===== src/rtl/display_scan_mux.sv =====
// Time-multiplexed common-anode 7-segment driver: captures a packed hex value,
// commits it only at frame boundaries and scans digits with a dark guard slot.
module display_scan_mux #(
   parameter int DIGITS   = 4,
   parameter int SCAN_DIV = 50000,
   parameter int GUARD    = 2
) (
   input  logic                  clk,
   input  logic                  rst_n,
   input  logic                  load,
   input  logic [4*DIGITS-1:0]   value,
   input  logic [DIGITS-1:0]     dp,
   input  logic [DIGITS-1:0]     blank,
   input  logic                  lz_en,
   output logic [7:0]            seg,
   output logic [DIGITS-1:0]     an,
   output logic                  frame
);

   localparam int PW = (SCAN_DIV > 1) ? $clog2(SCAN_DIV) : 1;
   localparam int IW = $clog2(DIGITS);
   localparam logic [PW-1:0] PC_LAST  = PW'(SCAN_DIV - 1);
   localparam logic [PW-1:0] PC_GUARD = PW'(GUARD);
   localparam logic [IW-1:0] IDX_LAST = IW'(DIGITS - 1);

   logic [PW-1:0]         pcnt;
   logic [IW-1:0]         idx;
   logic [4*DIGITS-1:0]   pend_value, act_value;
   logic [DIGITS-1:0]     pend_dp, act_dp;
   logic [DIGITS-1:0]     pend_blank, act_blank;
   logic                  pend_v;

   logic                  tc;
   logic                  boundary;
   logic [3:0]            nib;
   logic                  dp_sel;
   logic                  blank_sel;
   logic                  lz_dark;
   logic                  hi_zero;
   logic [7:0]            seg_d;
   logic [DIGITS-1:0]     an_d;

   function automatic logic [6:0] hex7(input logic [3:0] n);
      case (n)
         4'h0: hex7 = 7'h40;
         4'h1: hex7 = 7'h79;
         4'h2: hex7 = 7'h24;
         4'h3: hex7 = 7'h30;
         4'h4: hex7 = 7'h19;
         4'h5: hex7 = 7'h12;
         4'h6: hex7 = 7'h02;
         4'h7: hex7 = 7'h78;
         4'h8: hex7 = 7'h00;
         4'h9: hex7 = 7'h10;
         4'hA: hex7 = 7'h08;
         4'hB: hex7 = 7'h03;
         4'hC: hex7 = 7'h46;
         4'hD: hex7 = 7'h21;
         4'hE: hex7 = 7'h06;
         default: hex7 = 7'h0E;
      endcase
   endfunction

   assign tc       = (pcnt == PC_LAST);
   assign boundary = tc && (idx == IDX_LAST);

   always_comb begin
      nib       = 4'h0;
      dp_sel    = 1'b0;
      blank_sel = 1'b0;
      lz_dark   = 1'b0;
      hi_zero   = 1'b1;
      seg_d     = 8'hFF;
      an_d      = '1;
      // Walk from the most significant digit so hi_zero covers nibbles k..DIGITS-1.
      for (int k = DIGITS - 1; k >= 0; k--) begin
         hi_zero = hi_zero && (act_value[4*k +: 4] == 4'h0);
         if (idx == IW'(k)) begin
            nib       = act_value[4*k +: 4];
            dp_sel    = act_dp[k];
            blank_sel = act_blank[k];
            lz_dark   = lz_en && hi_zero && (k != 0);
            if (pcnt >= PC_GUARD) an_d[k] = 1'b0;
         end
      end
      if ((pcnt >= PC_GUARD) && !blank_sel && !lz_dark)
         seg_d = {~dp_sel, hex7(nib)};
   end

   always_ff @(posedge clk or negedge rst_n) begin
      if (!rst_n) begin
         pcnt <= '0;
         idx  <= '0;
      end else if (tc) begin
         pcnt <= '0;
         idx  <= (idx == IDX_LAST) ? '0 : idx + 1'b1;
      end else begin
         pcnt <= pcnt + 1'b1;
      end
   end

   always_ff @(posedge clk or negedge rst_n) begin
      if (!rst_n) begin
         pend_value <= '0;
         pend_dp    <= '0;
         pend_blank <= '0;
         pend_v     <= 1'b0;
         act_value  <= '0;
         act_dp     <= '0;
         act_blank  <= '0;
      end else if (boundary) begin
         // A load landing on the boundary bypasses pending so it is not delayed a frame.
         pend_v <= 1'b0;
         if (load) begin
            act_value <= value;
            act_dp    <= dp;
            act_blank <= blank;
         end else if (pend_v) begin
            act_value <= pend_value;
            act_dp    <= pend_dp;
            act_blank <= pend_blank;
         end
      end else if (load) begin
         pend_value <= value;
         pend_dp    <= dp;
         pend_blank <= blank;
         pend_v     <= 1'b1;
      end
   end

   always_ff @(posedge clk or negedge rst_n) begin
      if (!rst_n) begin
         seg   <= 8'hFF;
         an    <= '1;
         frame <= 1'b0;
      end else begin
         seg   <= seg_d;
         an    <= an_d;
         frame <= boundary;
      end
   end

endmodule


===== config.mk =====
export PLATFORM = sky130hd
export DESIGN_NAME = display_scan_mux
export DESIGN_NICKNAME = d
export VERILOG_FILES = /design/src/rtl/display_scan_mux.sv
export SDC_FILE = /design/constraint.sdc
export NUM_CORES = 1
export LEC_CHECK = 0
export BUFFER_PORTS_ARGS = -buffer_cell sky130_fd_sc_hd__buf_2
export CORE_MARGIN = 2
export CORE_UTILIZATION = 34
export CTS_BUF_LIST = sky130_fd_sc_hd__clkbuf_16
export CTS_CLUSTER_DIAMETER = 150
export DETAILED_ROUTE_END_ITERATION = 12
export PLACE_DENSITY = 0.6
export SYNTH_ARGS = -nofsm -noshare
export SYNTH_HDL_FRONTEND = slang
export SYNTH_SLANG_ARGS = --single-unit

===== constraint.sdc =====
create_clock -name clk -period 3.88 [get_ports clk]
set_clock_uncertainty 0.2 [all_clocks]
set_input_delay 0.388 -clock clk [delete_from_list [all_inputs] [get_ports clk]]
set_output_delay 0.388 -clock clk [all_outputs]
set_load 0.03 [all_outputs]

==> results.py, run 1 <==
metrics = {
    "floorplanning": {
        "start_util": 0.3484,
        "dieHeight_um": 112.4,
        "core_sq_mm": 0.01147,
        "dieArea_sq_mm": 0.01263,
        "die_x_um": 112.4,
        "num_rows": 39,
        "ioPinCount": 41,
    },
    "synth": {
        "yosysUniqueCellTypes": 46,
        "synth-simple-area-share": 0.1412,
        "synth_area_sq_mm": 0.003995,
        "syn-num-nets": 399,
        "synth_top_family_by_area": "multiplexers",
        "avgSynthCellArea_sq_um": 11.16,
        "post_synth_xor_area_fraction": 0.02850,
        "synthAdderAreaFrac": 0.04071,
        "synth_compound_area_frac": 0.08769,
        "ys_warn_count": 0,
        "async_flop_share": 1.000,
        "yosysSeqAreaShare": 0.5049,
        "synth.area.mux_share": 0.1569,
        "synth_ff_type": "dfrtp_1",
        "synth-seq-cells": 80,
        "synth_edf_count": 0,
        "syn_inst": 358,
    },
    "grt": {
        "grt_pass1_wl_mm": 13.75,
        "grt_max_degree": 81,
        "gr-total-overflow": 0,
        "antenna_found_initial": 0,
        "grt_pass1_vias": 2806,
        "grt_use_total": 0.1337,
    },
    "setup_path": {
        "setup.worst_path.start_class": "flip-flop",
        "crit_required_ns": 3.95,
        "cp_top_family": "adder cells",
        "path_max_fanout": 11,
        "critPathKind": "reg -> reg",
        "end_kind": "flip-flop",
        "worstPathCellList": "inv_1 -> ha_1 -> nand2b_1 -> o22ai_1 -> a31oi_1 -> inv_1 -> ha_1 -> mux2i_1 -> mux2_2 -> nand2_1",
        "slowest_stage": "a31oi_1",
        "cpPeakStageDelay_ns": 0.47,
        "path_buf_inv": 2,
        "cp.arrival_ns": 3.00,
    },
    "cells_and_area": {
        "drive_above_1_share": 0.2594,
        "antenna_cells": 0,
        "utilization": 0.4003,
        "area_delta_synth_final_pct": 14.91,
        "fillers": 1081,
        "fin_nets": 433,
    },
    "pwr": {
        "p_seq_frac": 0.469,
        "pwr-share-clk": 0.471,
        "ir_worst_vdd_uv": 248.3,
        "p_switching_w": 0.0003841,
        "p_leak_nw": 2.158,
        "pwr-share-comb": 0.060,
        "intPower_w": 0.001477,
        "switching_share": 0.2063,
        "powerDensity_mw_per_mm2": 405.5,
    },
    "route": {
        "wire_per_inst_um": 14.69,
        "vias_per_cell": 5.081,
        "drtIter0Drc": 107,
        "final_antenna_net_count": 0,
        "drcViolationCount": 0,
        "firstDrtPassIters": 4,
        "route.vias.total": 2744,
        "finalWirelength_mm": 7.933,
    },
    "clock_network": {
        "clk_latency_ns": 0.33,
        "ctsHtreeMaxLevel": 3,
        "cts.sinks": 80,
        "cts_tree": "yes",
        "clockBufferDepth": 2,
        "holdBufCountCts": 0,
        "ctsRootBufferMaster": "clkbuf_16",
        "post_cts_buffers": 0,
        "path_clk_slew_ns": 0.06,
        "numCtsBuffers": 9,
        "cts_resized": 0,
    },
    "timing": {
        "fin_setup_tns_ns": 0,
        "fin_crit_ns": 2.933,
        "drv_slew": 0,
        "slew_headroom": 0.3457,
        "rsz0062_at_grt": "no",
        "finalHoldViolCount": 0,
        "holdWs_ns": 0.01764,
        "finalCritPeriodShare": 0.7560,
        "max_freq_mhz": 340.9,
        "tightest_slew_ns": 0.9814,
        "setup_viol": 0,
    },
    "hold_path": {
        "hold_class": "in -> async",
    },
    "place": {
        "io_buffers": 40,
        "dp_hpwl_mm": 5.571,
        "gp_congestion": 0.8411,
    },
    "status": {
        "status": "finished clean",
    },
    "job": {
        "cap_violations": 0,
    },
}
## cell usage in the layout (no fill, tap or decap), types with 6 or more instances in the layout
cell | Yosys | routed
dfrtp_1 | 68 | 68
buf_2 | 6 | 39
dfstp_2 | 12 | 12
ha_1 | 13 | 13
nand2_1 | 21 | 21
xnor2_1 | 8 | 8
nand3_1 | 7 | 7
a21oi_1 | 28 | 28
nor2_1 | 52 | 52
mux2_4 | 20 | 20
o21ai_0 | 6 | 6
clkbuf_16 | 0 | 9
mux2i_1 | 27 | 27
inv_1 | 11 | 12
## Yosys cell counts (6+ instances only)
cell type,count,area [sq um]
clkbuf_1,10,37.54
mux2_4,20,300.3
a21oi_1,28,140.1
inv_1,11,41.29
nand2_1,21,78.83
ha_1,13,162.7
xnor2_1,8,70.07
dfrtp_1,68,1702
dfstp_2,12,315.3
o21ai_0,6,30.03
mux2i_1,27,270.3
buf_2,6,30.03
nand3_1,7,35.03
nor2_1,52,195.2
## logic make-up (layout without fill, tap and decap cells)
kind of cell	after synthesis	in the layout
and+or+nand+nor	115	115
DFF	80	80
AOI/OAI and AO/OA	55	55
muxes	52	52
buffers and inverters	30	69
adders and majority gates	13	13
xor gates and xnor gates	13	13
## final timing paths
path                           from       endpoint  slack [ns]  cells after the start
max                          idx[0]         seg[3]        0.95                     10
min                           rst_n          frame        0.02                      1
max reg2reg                  idx[0]         seg[3]        0.95                     10
min reg2reg                  pend_v         pend_v        0.29                      2
max in group asynchronous     rst_n   act_value[2]        2.83                      1
min in group clk           value[9]  pend_value[9]        0.10                      2
## through the flow
stage	area (sq um)	setup WS, ns	power (W)	cells
floorplan	3995	1.332	0.0009587	358
global placement	4278	1.169	0.0009985	524
detailed placement	4278	0.9891	0.001001	524
CTS	4591	0.9696	0.001885	540
global route	4591	0.7368	0.001940	540
finish	4591	0.9468	0.001861	540
## cell type report
class                      count  area [sq um]  share of cell area
clock buffer                   9         225.2             0.04906
clock inverter                 7         87.58             0.01908
inverter                      11         41.29            0.008994
multi-input combinational    248          1823              0.3971
sequential                    80          2017              0.4394
tap                          143         178.9             0.03898
timing repair buffer          42         217.7             0.04742
## per-layer routing
layer | vias to the layer above | wire [um] | track usage | share of wire
li1 | 1322 | - | - | -
met1 | 1366 | 3955 | 0.1884 | 0.50
met2 | 48 | 3584 | 0.2036 | 0.45
met3 | 8 | 261 | 0.02592 | 0.033
met4 | 0 | 133 | 0.05366 | 0.017
met5 | - | 0 | 0 | 0
## sequential cells by signal, summed over array words and instances, names as in the netlist
register and cells:
pend_v 1, act_dp 4, act_blank 4, pend_value 16, seg 8, frame 1
pcnt 16, idx 2, pend_dp 4, an 4, act_value 16, pend_blank 4
## power groups by stage
stage | Combinational, W | Sequential (W) | Clock, W
floorplan | 0.0000745 | 0.000884 | 0
global placement | 0.000112 | 0.000887 | 0
detailed placement | 0.000113 | 0.000888 | 0
CTS | 0.000114 | 0.000873 | 0.000897
global route | 0.000123 | 0.000876 | 0.000941
finish | 0.000111 | 0.000874 | 0.000877
## worst register-to-register path: stages, from the launching register on
cell and delay, ns:
dfrtp_1 0.41, inv_1 0.11, ha_1 0.40, nand2b_1 0.21, o22ai_1 0.10, a31oi_1 0.47
inv_1 0.20, ha_1 0.36, mux2i_1 0.08, mux2_2 0.28, nand2_1 0.07
(Power assumes the default switching activity.)
==> inputs of run 2 (changes only) <==
--- a/config.mk
+++ b/config.mk
@@ -11,7 +11,7 @@
 export CTS_BUF_LIST = sky130_fd_sc_hd__clkbuf_16
 export CTS_CLUSTER_DIAMETER = 150
 export DETAILED_ROUTE_END_ITERATION = 12
-export PLACE_DENSITY = 0.6
+export PLACE_DENSITY = 0.62
 export SYNTH_ARGS = -nofsm -noshare
 export SYNTH_HDL_FRONTEND = slang
 export SYNTH_SLANG_ARGS = --single-unit
==> constraint.sdc (replaced) <==
create_clock -name clk -period 2.5 [get_ports clk]
set_clock_uncertainty 0.2 [all_clocks]
set_input_delay 0.25 -clock clk [delete_from_list [all_inputs] [get_ports clk]]
set_output_delay 0.25 -clock clk [all_outputs]
set_load 0.03 [all_outputs]
==> results.py, run 2 (synthesized netlist as in run 1, its figures left out) <==
metrics = {
    "setup_path": {
        "critPathKind": "reg -> reg",
        "r2r_slack_ns": 0.11,
        "regToRegStartpoint": "idx[1]",
        "slowest_stage": "dfrtp_1",
        "cpPeakStageDelay_ns": 0.42,
        "crit_required_ns": 2.56,
        "end_kind": "flip-flop",
        "crit_top_cell": "nor2_1",
        "cp.arrival_ns": 2.44,
        "path_max_fanout": 8,
        "reg2regPathDepth": 10,
        "worstPathCellList": "inv_1 -> ha_2 -> nand2b_1 -> o22ai_1 -> a31oi_1 -> buf_4 -> ha_1 -> nor2_1 -> nor2_1 -> a221o_2",
        "timing.rr.end": "seg[6]",
        "setup.worst_path.start_class": "flip-flop",
    },
    "cells_and_area": {
        "antenna_cells": 0,
        "reg.largest.list": "act_value (16), pcnt (16), pend_value (16)",
        "final_area_sq_mm": 0.005006,
        "final_cell_mix": "68 x dfrtp_1, 52 x nor2_1, 39 x buf_2, 28 x a21oi_1, 27 x mux2i_1",
        "area_delta_synth_final_pct": 25.31,
        "drive_above_1_share": 0.2748,
        "final_common_cell": "dfrtp_1",
        "fin_nets": 469,
    },
    "route": {
        "route.vias.total": 2834,
        "drcViolationCount": 0,
        "wire_per_inst_um": 13.98,
        "vias_per_cell": 4.920,
        "finalWirelength_mm": 8.055,
        "final_antenna_net_count": 0,
        "firstDrtPassIters": 4,
        "drtIter0Drc": 122,
    },
    "grt": {
        "grt_pass1_vias": 2790,
        "grt_pass1_wl_mm": 13.48,
        "antenna_found_initial": 0,
        "gr-total-overflow": 0,
        "grt_max_degree": 49,
        "grt_use_total": 0.1330,
    },
    "timing": {
        "slew_headroom": 0.6856,
        "tightest_slew_ns": 0.4680,
        "finalCritPeriodShare": 0.9546,
        "fin_crit_ns": 2.386,
        "finalHoldViolCount": 0,
        "fin_setup_tns_ns": 0,
        "rsz0062_at_grt": "no",
        "drv_slew": 0,
        "max_freq_mhz": 419.0,
        "setup_viol": 0,
        "final.setup.worst_slack_ns": 0.1135,
    },
    "floorplanning": {
        "num_rows": 39,
        "dieHeight_um": 112.4,
        "ioPinCount": 41,
        "start_util": 0.3484,
        "dieArea_sq_mm": 0.01263,
        "core_sq_mm": 0.01147,
        "die_x_um": 112.4,
    },
    "clock_network": {
        "cts_tree": "yes",
        "ctsHtreeMaxLevel": 3,
        "cts.sinks": 80,
        "clockBufferDepth": 2,
        "post_cts_buffers": 0,
        "clk_latency_ns": 0.33,
        "ctsRootBufferMaster": "clkbuf_16",
        "numCtsBuffers": 9,
        "path_clk_slew_ns": 0.06,
    },
    "place": {
        "gp_congestion": 0.9115,
        "pre_cts_ws_ns": 0.01525,
        "dp_hpwl_mm": 5.709,
        "io_buffers": 40,
        "placed_cell_area_sq_mm": 0.004392,
    },
    "hold_path": {
        "hold_class": "in -> async",
    },
    "job": {
        "cap_violations": 0,
    },
    "pwr": {
        "powerDensity_mw_per_mm2": 585.1,
        "finalPower_w": 0.002929,
        "ir_worst_vdd_uv": 312.7,
        "p_leak_nw": 2.327,
    },
    "status": {
        "status": "finished clean",
    },
}
run 2: through the flow:
step	instances	hold WS, ns	utilization
after floorplan	358	-0.2456	-
after global placement	534	0.04466	0.3830
after detailed placement	534	0.04731	0.3830
after CTS	576	0.2231	0.4330
after global routing	576	0.2636	0.4366
final	576	0.2178	0.4366
run 2: worst max-delay path by stage:
stage	to	cells after the start	from
after floorplan	seg[3]	10	idx[0]
after detailed placement	seg[2]	7	idx[0]
after CTS	seg[2]	7	idx[0]
after global routing	seg[6]	10	idx[1]
final	seg[6]	10	idx[1]
after global placement	seg[1]	7	idx[0]
run 2: final cells by class:
cell class	instances	area, sq um
fill	1067	6461
sequential	80	2017
multi-input combinational	248	1866
timing repair buffer	78	590.6
clock buffer	9	225.2
tap	143	178.9
clock inverter	7	87.58
inverter	11	41.29
run 2: per-layer routing:
metal	vias up	share of wire	GRT usage
li1	1399	-	-
met1	1349	0.49	0.1863
met2	70	0.43	0.1964
met3	16	0.049	0.03294
met4	0	0.026	0.05772
met5	-	0	0
run 2: what timing repair did:
action,CTS,global route
endpoints found under the setup margin,0,8
hold buffers,26,0
hold endpoints to repair,50,0
resized for setup,0,9
run 2: report_power, final:
| part | leakage, nW | switching [W] | internal, W | total (W) |
|---|---|---|---|---|
| Combinational | 1.18 | 0.0000852 | 0.000125 | 0.000210 |
| Sequential | 1.00 | 0.0000206 | 0.00134 | 0.00136 |
| Clock | 0.150 | 0.000499 | 0.000864 | 0.00136 |
run 2: critical path: cells and delay by family (launching register included):
kind                     cells  cell delay, ns
AO/OA/AOI/OAI                3            0.58
adder cells (fa/ha/maj)      2            0.51
buffers and inverters        2            0.32
flip-flops                   1            0.42
AND/OR/NAND/NOR              3            0.28
